===== config.mk =====
export PLATFORM = sky130hd
export DESIGN_NAME = vxe_regio_initiator
export DESIGN_NICKNAME = d
export VERILOG_FILES = /design/src/rtl/vxe_regio_initiator.sv
export SDC_FILE = /design/constraint.sdc
export NUM_CORES = 1
export LEC_CHECK = 0
export ABC_AREA = 0
export BUFFER_PORTS_ARGS = -buffer_cell sky130_fd_sc_hd__buf_2
export CAP_MARGIN = 40
export CORE_AREA = 3 3 84 86
export CTS_BUF_LIST = sky130_fd_sc_hd__clkbuf_8
export DETAILED_ROUTE_END_ITERATION = 6
export DIE_AREA = 0 0 87 89
export GPL_ROUTABILITY_DRIVEN = 0
export GPL_TIMING_DRIVEN = 0
export PLACE_DENSITY = 0.8
export SLEW_MARGIN = 15
export SYNTH_ARGS = -nofsm -noshare
export SYNTH_HDL_FRONTEND = slang
export SYNTH_SLANG_ARGS = --single-unit

===== constraint.sdc =====
create_clock -name clk -period 1.9 [get_ports clk]
set_input_delay 0.095 -clock clk [delete_from_list [all_inputs] [get_ports clk]]
set_output_delay 0.095 -clock clk [all_outputs]
set_load 0.05 [all_outputs]

===== src/rtl/vxe_regio_initiator.sv =====
// vxe_regio_initiator: turns host register requests into a single register
// read or write access, then hands the response back on a held handshake.
// One transaction is in flight at a time: IDLE -> ACCESS -> RESP -> IDLE.
// Misaligned byte addresses skip ACCESS and answer with an error at once.
// Optional macro VXE_REGIO_TIMEOUT_EN: bounds the ACCESS wait to
// TIMEOUT_CYCLES and then answers with an error response.
module vxe_regio_initiator #(
  parameter int TIMEOUT_CYCLES = 64
) (
  input  logic        clk,
  input  logic        nrst,
  // host request
  input  logic        i_req_vld,
  output logic        o_req_rdy,
  input  logic        i_req_rnw,
  input  logic [11:0] i_req_addr,
  input  logic [31:0] i_req_wdata,
  // host response
  output logic        o_rsp_vld,
  input  logic        i_rsp_rdy,
  output logic [31:0] o_rsp_rdata,
  output logic        o_rsp_err,
  // register write port
  output logic [9:0]  o_wreg_idx,
  output logic [31:0] o_wdata,
  output logic        o_wenable,
  input  logic        i_waccept,
  input  logic        i_werror,
  // register read port
  output logic [9:0]  o_rreg_idx,
  output logic        o_renable,
  input  logic [31:0] i_rdata,
  input  logic        i_raccept,
  input  logic        i_rerror
);

  typedef enum logic [1:0] {
    ST_IDLE   = 2'd0,
    ST_ACCESS = 2'd1,
    ST_RESP   = 2'd2
  } state_t;

  state_t      state, state_nxt;

  // captured request
  logic        rnw;
  logic [9:0]  idx;
  logic [31:0] wdata;

  // registered response
  logic [31:0] rsp_rdata;
  logic        rsp_err;

  // next-response values, loaded only when load_rsp is set
  logic        load_rsp;
  logic [31:0] rsp_rdata_nxt;
  logic        rsp_err_nxt;

  logic        req_fire;
  logic        misaligned;
  logic        accept;
  logic        acc_err;
  logic        timeout_hit;

  assign req_fire   = i_req_vld && (state == ST_IDLE);
  assign misaligned = (i_req_addr[1:0] != 2'b00);

  // Only the direction that is actually enabled may complete the access;
  // the other direction's accept/error lines are ignored.
  assign accept  = rnw ? i_raccept : i_waccept;
  assign acc_err = rnw ? i_rerror  : i_werror;

`ifdef VXE_REGIO_TIMEOUT_EN
  localparam int CNT_W = (TIMEOUT_CYCLES < 2) ? 1 : $clog2(TIMEOUT_CYCLES + 1);

  logic [CNT_W-1:0] to_cnt;

  // Fires on the last allowed ACCESS cycle so the enable is high exactly
  // TIMEOUT_CYCLES cycles; a real accept in that same cycle still wins.
  assign timeout_hit = (state == ST_ACCESS) && !accept &&
                       (to_cnt == CNT_W'(TIMEOUT_CYCLES - 1));

  // ACCESS-cycle counter, held at zero outside ACCESS so every entry starts clean
  always_ff @(posedge clk) begin
    if (!nrst) begin
      to_cnt <= '0;
    end else if (state != ST_ACCESS) begin
      to_cnt <= '0;
    end else if (!accept) begin
      to_cnt <= to_cnt + CNT_W'(1);
    end
  end
`else
  // No timeout: ACCESS waits for accept indefinitely.
  logic unused_timeout;
  assign unused_timeout = |TIMEOUT_CYCLES;
  assign timeout_hit    = 1'b0;
`endif

  // Next-state, response staging and handshake/enable decode
  always_comb begin
    state_nxt     = state;
    load_rsp      = 1'b0;
    rsp_rdata_nxt = 32'h0;
    rsp_err_nxt   = 1'b0;
    o_req_rdy     = 1'b0;
    o_wenable     = 1'b0;
    o_renable     = 1'b0;
    o_rsp_vld     = 1'b0;
    unique case (state)
      ST_IDLE: begin
        o_req_rdy = 1'b1;
        if (i_req_vld) begin
          if (misaligned) begin
            state_nxt   = ST_RESP;
            load_rsp    = 1'b1;
            rsp_err_nxt = 1'b1;
          end else begin
            state_nxt = ST_ACCESS;
          end
        end
      end
      ST_ACCESS: begin
        o_wenable = !rnw;
        o_renable = rnw;
        if (accept) begin
          state_nxt     = ST_RESP;
          load_rsp      = 1'b1;
          rsp_rdata_nxt = rnw ? i_rdata : 32'h0;
          rsp_err_nxt   = acc_err;
        end else if (timeout_hit) begin
          state_nxt   = ST_RESP;
          load_rsp    = 1'b1;
          rsp_err_nxt = 1'b1;
        end
      end
      ST_RESP: begin
        o_rsp_vld = 1'b1;
        if (i_rsp_rdy) begin
          state_nxt = ST_IDLE;
        end
      end
      default: begin
        state_nxt = ST_IDLE;
      end
    endcase
  end

  // State, captured request and response registers
  always_ff @(posedge clk) begin
    if (!nrst) begin
      state     <= ST_IDLE;
      rnw       <= 1'b0;
      idx       <= '0;
      wdata     <= '0;
      rsp_rdata <= '0;
      rsp_err   <= 1'b0;
    end else begin
      state <= state_nxt;
      if (req_fire) begin
        rnw   <= i_req_rnw;
        idx   <= i_req_addr[11:2];
        wdata <= i_req_wdata;
      end
      if (load_rsp) begin
        rsp_rdata <= rsp_rdata_nxt;
        rsp_err   <= rsp_err_nxt;
      end
    end
  end

  // Index/data always reflect the last captured request.
  assign o_wreg_idx  = idx;
  assign o_rreg_idx  = idx;
  assign o_wdata     = wdata;
  assign o_rsp_rdata = rsp_rdata;
  assign o_rsp_err   = rsp_err;

endmodule


# [Word-level counts from Yosys, hierarchy flattened]
# Index checks and enable logic that the tools add are counted.
[totals] out_inout_bits=89 latch_bits=0 romBits=0 wordCells=36 reg_bits=78 ram_bits=0 memories=0 in_bits=85
[op_classes] n_bitwise=0 n_lt_le_gt_ge=0 reduce_logical=5 eq_ne=5 n_div=0 shifts=0 mul=0 n_mux=20 addsub=0
[op_table] cell="32-bit two-way mux" count=3
[op_table] cell="1-bit two-way mux" count=10
[op_table] cell="2-bit two-way mux" count=4
[op_table] cell="2-bit != test (second input constant)" count=3
[op_table] cell="2-bit one-hot mux with 3 select lines" count=1
[op_table] cell="1-bit one-hot mux with 2 select lines" count=2
[op_table] cell="3-bit AND reduction" count=1
[op_table] cell="2-bit by 1-bit == test with 1-bit output (second input constant)" count=1
[op_table] cell="2-bit == test (second input constant)" count=1
[op_table] cell="2-bit zero test" count=1
[op_table] cell="2-bit nonzero test" count=1
[op_table] cell="1-bit logical AND" count=1
[op_table] cell="1-bit zero test" count=1

# [Logic depth before layout (Yosys ltp)]
[logic_depth] depth_word=4 mapped_depth=5 ltp_nobuf=3

# [Worst setup path after synthesis]
# OpenSTA, ideal clock, no wires.
[synth_path] path_type="register to register" startpoint="register state[1]" endpoint="register state[1]" n_path_buf=0 period_less_slack_ns=1.539 arrival_time_ns=1.471 required_time_ns=1.832 path_slack_ns=0.361 setup_time_ns=0.068 path_stages_with_launch=4 cell_sequence="dfxtp_1 -> nor2b_1 -> a222oi_1 -> nor2_1"
[synth_via] elab_chain_len=3 elab_cells_between_ends=8 cone_classes="eq/ne (5); mux (1); reduce/logical (2)"
[synth_rtl] item="start, declared" line_no="43" rtl="state_t state, state_nxt;"
[synth_rtl] item="start signal, assigned" line_no="159" rtl="state <= state_nxt;"
[synth_rtl] item="2-bit by 1-bit == test with 1-bit output (tied with other cells)" line_no="110" rtl="unique case (state)"
[synth_rtl] item="2-bit != test (no source line)"
[synth_rtl] item="3-bit AND reduction (no source line)"
# Several ways; a longest one is shown, not always the timed one.
# A chain may end at the register's enable or synchronous reset.

# [Worst setup path after layout]
[layout_path] startpoint="register rnw" endpoint="register rsp_rdata[6], in the netlist o_rsp_rdata[6]"
[layout_via] elab_chain_len=3 elab_cells_between_ends=6 cone_classes="mux (6)"
[layout_rtl] item="start, declared" line_no="46" rtl="logic rnw;"
[layout_rtl] item="start signal, assigned" line_no="161" rtl="rnw <= i_req_rnw;"
[layout_rtl] item="1-bit two-way mux / 32-bit two-way mux (equally long branches)" line_no="70, 129"
[layout_rtl] item="1-bit two-way mux / 32-bit two-way mux (equally long branches)" line_no="126" rtl="if (accept) begin"
[layout_rtl] item="1-bit one-hot mux with 2 select lines / 32-bit two-way mux (equally long branches)" line_no="110"
[layout_rtl] item="end signal, assigned" line_no="166" rtl="rsp_rdata <= rsp_rdata_nxt;"
[layout_rtl] item="end, declared" line_no="51" rtl="logic [31:0] rsp_rdata;"
# Several ways; a longest one is shown, not always the timed one.

==> flow_summary.json <==
{
  "grt-ovfl-total": 0,
  "synth_top_area_share_pct": 56.2,
  "ys_seq_area_share_pct": 56.2,
  "antenna_found_initial": 0,
  "first_iter_violations": 73,
  "areaGrowthSynthToFinish_pct": 67.5,
  "synth_enable_flop_cells": 0,
  "dieArea_um2": 7740,
  "reg2reg_from": "rnw",
  "cts-root-buf": "clkbuf_8",
  "end_kind": "register",
  "core_um2": 6350,
  "drt-pass1-iter-count": 6,
  "cts_buffers": 9,
  "clk_pin_slew_worst_paths_ns": 0.09,
  "dp_hpwl_um": 5690,
  "hold_class": "in2reg",
  "setup_viol": 0,
  "skew_ns": 0.0142,
  "synthesis.instances": 293,
  "finalCriticalPeriod_ns": 1.70,
  "clock_latency_ns": 0.34,
  "tritoncts": "done",
  "ant_nets": 0,
  "worst_ep_arrival_time_ns": 1.98,
  "rrSetupSlack_ns": 0.20,
  "viasPerCell": 4.86,
  "syn_area_per_cell_um2": 9.48,
  "cts_max_level": 3,
  "irDropWorstVdd_uv": 652,
  "nets": 631,
  "synth_area_um2": 2780,
  "drt_wl_total_um": 9360,
  "ctsResizeCount": 0,
  "synth-main-ff-cell": "dfxtp_1",
  "powerDensity_nw_per_um2": 848,
  "fin_cells": 628,
  "status": "completed",
  "start_util_pct": 43.8,
  "clock.fmax_mhz": 588,
  "max_cap_viol_count": 0,
  "netlist_top_cells_count": "nand2_1 (87), dfxtp_1 (78), a21oi_1 (44), a22o_2 (30), clkbuf_1 (12)",
  "cts_buffer_depth": 2,
  "period_share_pct": 89.5,
  "leakage_uw": 0.00232,
  "critPathMaxFanout": 10,
  "wl_per_cell_um": 14.9,
  "pin_count": 174,
  "drc": 0,
  "tns_ns": 0,
  "crit_type": "reg2reg",
  "synth-async-reset-ratio_pct": 0,
  "dp_cells": 543,
  "yosysTopAreaCell": "dfxtp_1",
  "reg2reg_to": "o_rsp_rdata[6]",
  "yosysUniqueCellTypes": 29,
  "max_slew_margin_pct": 65.3,
  "worst_pin_slew_ns": 0.520,
  "vias": 3051,
  "worstHoldPathCells": 3,
  "synthMostInstantiatedCell": "nand2_1",
  "ys_ff_latch": 78,
  "reg2reg_depth": 4,
  "yosysWarnings": 0,
  "synth_area_leaders": "dfxtp_1 (56%), nand2_1 (12%), a22o_2 (11%), a21oi_1 (7.9%), buf_4 (2.7%)",
  "diodes": 0,
  "synth_nets": 378,
  "grt_pass1_wl_um": 14300,
  "grt_setup_unrepaired": "no",
  "row_count": 29,
  "drv_slew": 0,
  "startpoint_type": "register",
  "dieWidth_um": 87,
  "portBuffers": 173,
  "grt_pass1_vias": 3066,
  "grt_usage_pct": 23.7,
  "drive_gt1_share_pct": 43.9,
  "hold_viol": 0,
  "clock-sinks": 78,
  "holdPathEnd": "o_rreg_idx[7]",
  "grt_max_degree": 14,
  "crit_required_ns": 2.18,
  "worstHoldStart": "i_req_addr[9]",
  "die_h_um": 89
}
[cell type report]
type	count	area, um2
plain buffers	31	181
fillers	462	1690
clock inverters	6	86.3
well taps	77	96.3
inverters	2	7.51
clock buffers	10	138
multi-input cells	182	1030
flip-flops and latches	78	1560
repair buffers	242	1560
[critical path, stage by stage (launching register included)]
cell	delay, ns
dfxtp_1	0.46
mux2_4	0.37
a221oi_4	0.46
buf_6	0.20
a22o_1	0.16
[what timing repair did]
| item | in CTS | in global routing |
|---|---|---|
| hold buffers | 68 | 1 |
| setup buffers | 0 | 0 |
| endpoints found under the hold margin | 68 | 1 |
[state kept, by name, indices dropped and copies added, names as in the netlist]
signal / flops
o_rsp_err: 1
state: 2
o_rsp_rdata: 32
o_wdata: 32
rnw: 1
o_rreg_idx: 10
[layer usage]
metal / track usage, % / wire length [um] / up-vias / share of wire, %
li1: - / - / 1491 / -
met1: 25.0 / 3500 / 1404 / 37
met2: 43.8 / 4940 / 130 / 53
met3: 5.81 / 646 / 26 / 6.9
met4: 11.8 / 275 / 0 / 2.9
met5: 0 / 0 / - / 0
[how the worst max path moves through the flow]
stage,startpoint,to
after floorplan,state[1],state[1]
after global placement,rnw,o_rsp_rdata[15]
after detailed placement,rnw,o_rsp_rdata[1]
after CTS,rnw,o_rsp_rdata[9]
after global routing,rnw,o_rsp_rdata[6]
final,rnw,o_rsp_rdata[6]
[logic make-up (layout without fill, tap and decap cells)]
kind of cell | Yosys count | after routing | share of synthesized area (%)
and+or+nand+nor | 100 | 100 | 14.9
AOI/OAI and AO/OA | 80 | 80 | 21.3
DFF | 78 | 78 | 56.2
buffers and inverters | 33 | 291 | 6.80
muxes | 2 | 2 | 0.900
[per-stage QoR]
step / area (um2) / util [%] / hold WS (ns) / power [uW] / setup slack [ns]
after global placement: 3740 / 58.9 / 0.304 / 2480 / 0.231
after detailed placement: 3740 / 58.9 / 0.313 / 2490 / 0.215
after CTS: 4650 / 73.2 / 0.000511 / 3950 / 0.198
after global routing: 4660 / 73.3 / 0.0114 / 4110 / 0.107
final: 4660 / 73.3 / 0.0134 / 3950 / 0.200
after floorplan: 2780 / - / 0.217 / 2270 / 0.361
[layout by cell type, fill, tap and decap left out, types with 2 or more instances in the layout]
cell           synthesis  layout
dfxtp_1               78      78
clkinv_4               0       2
buf_4                 10      10
buf_6                  3       3
buf_1                  2       2
buf_2                  4     177
nor2_1                 3       3
a22o_2                30      30
dlygate4sd3_1          0      69
clkbuf_1              12      12
clkbuf_8               0      10
inv_1                  1       2
a22o_1                 2       2
a21oi_1               44      44
bufinv_16              0       2
nand2_1               87      87
[power breakdown]
part	internal, uW	switching (uW)
clock	774	594
sequential	1700	40.5
combinational	303	536
total	2780	1170
No activity file was read; power rests on OpenSTA's default activity.
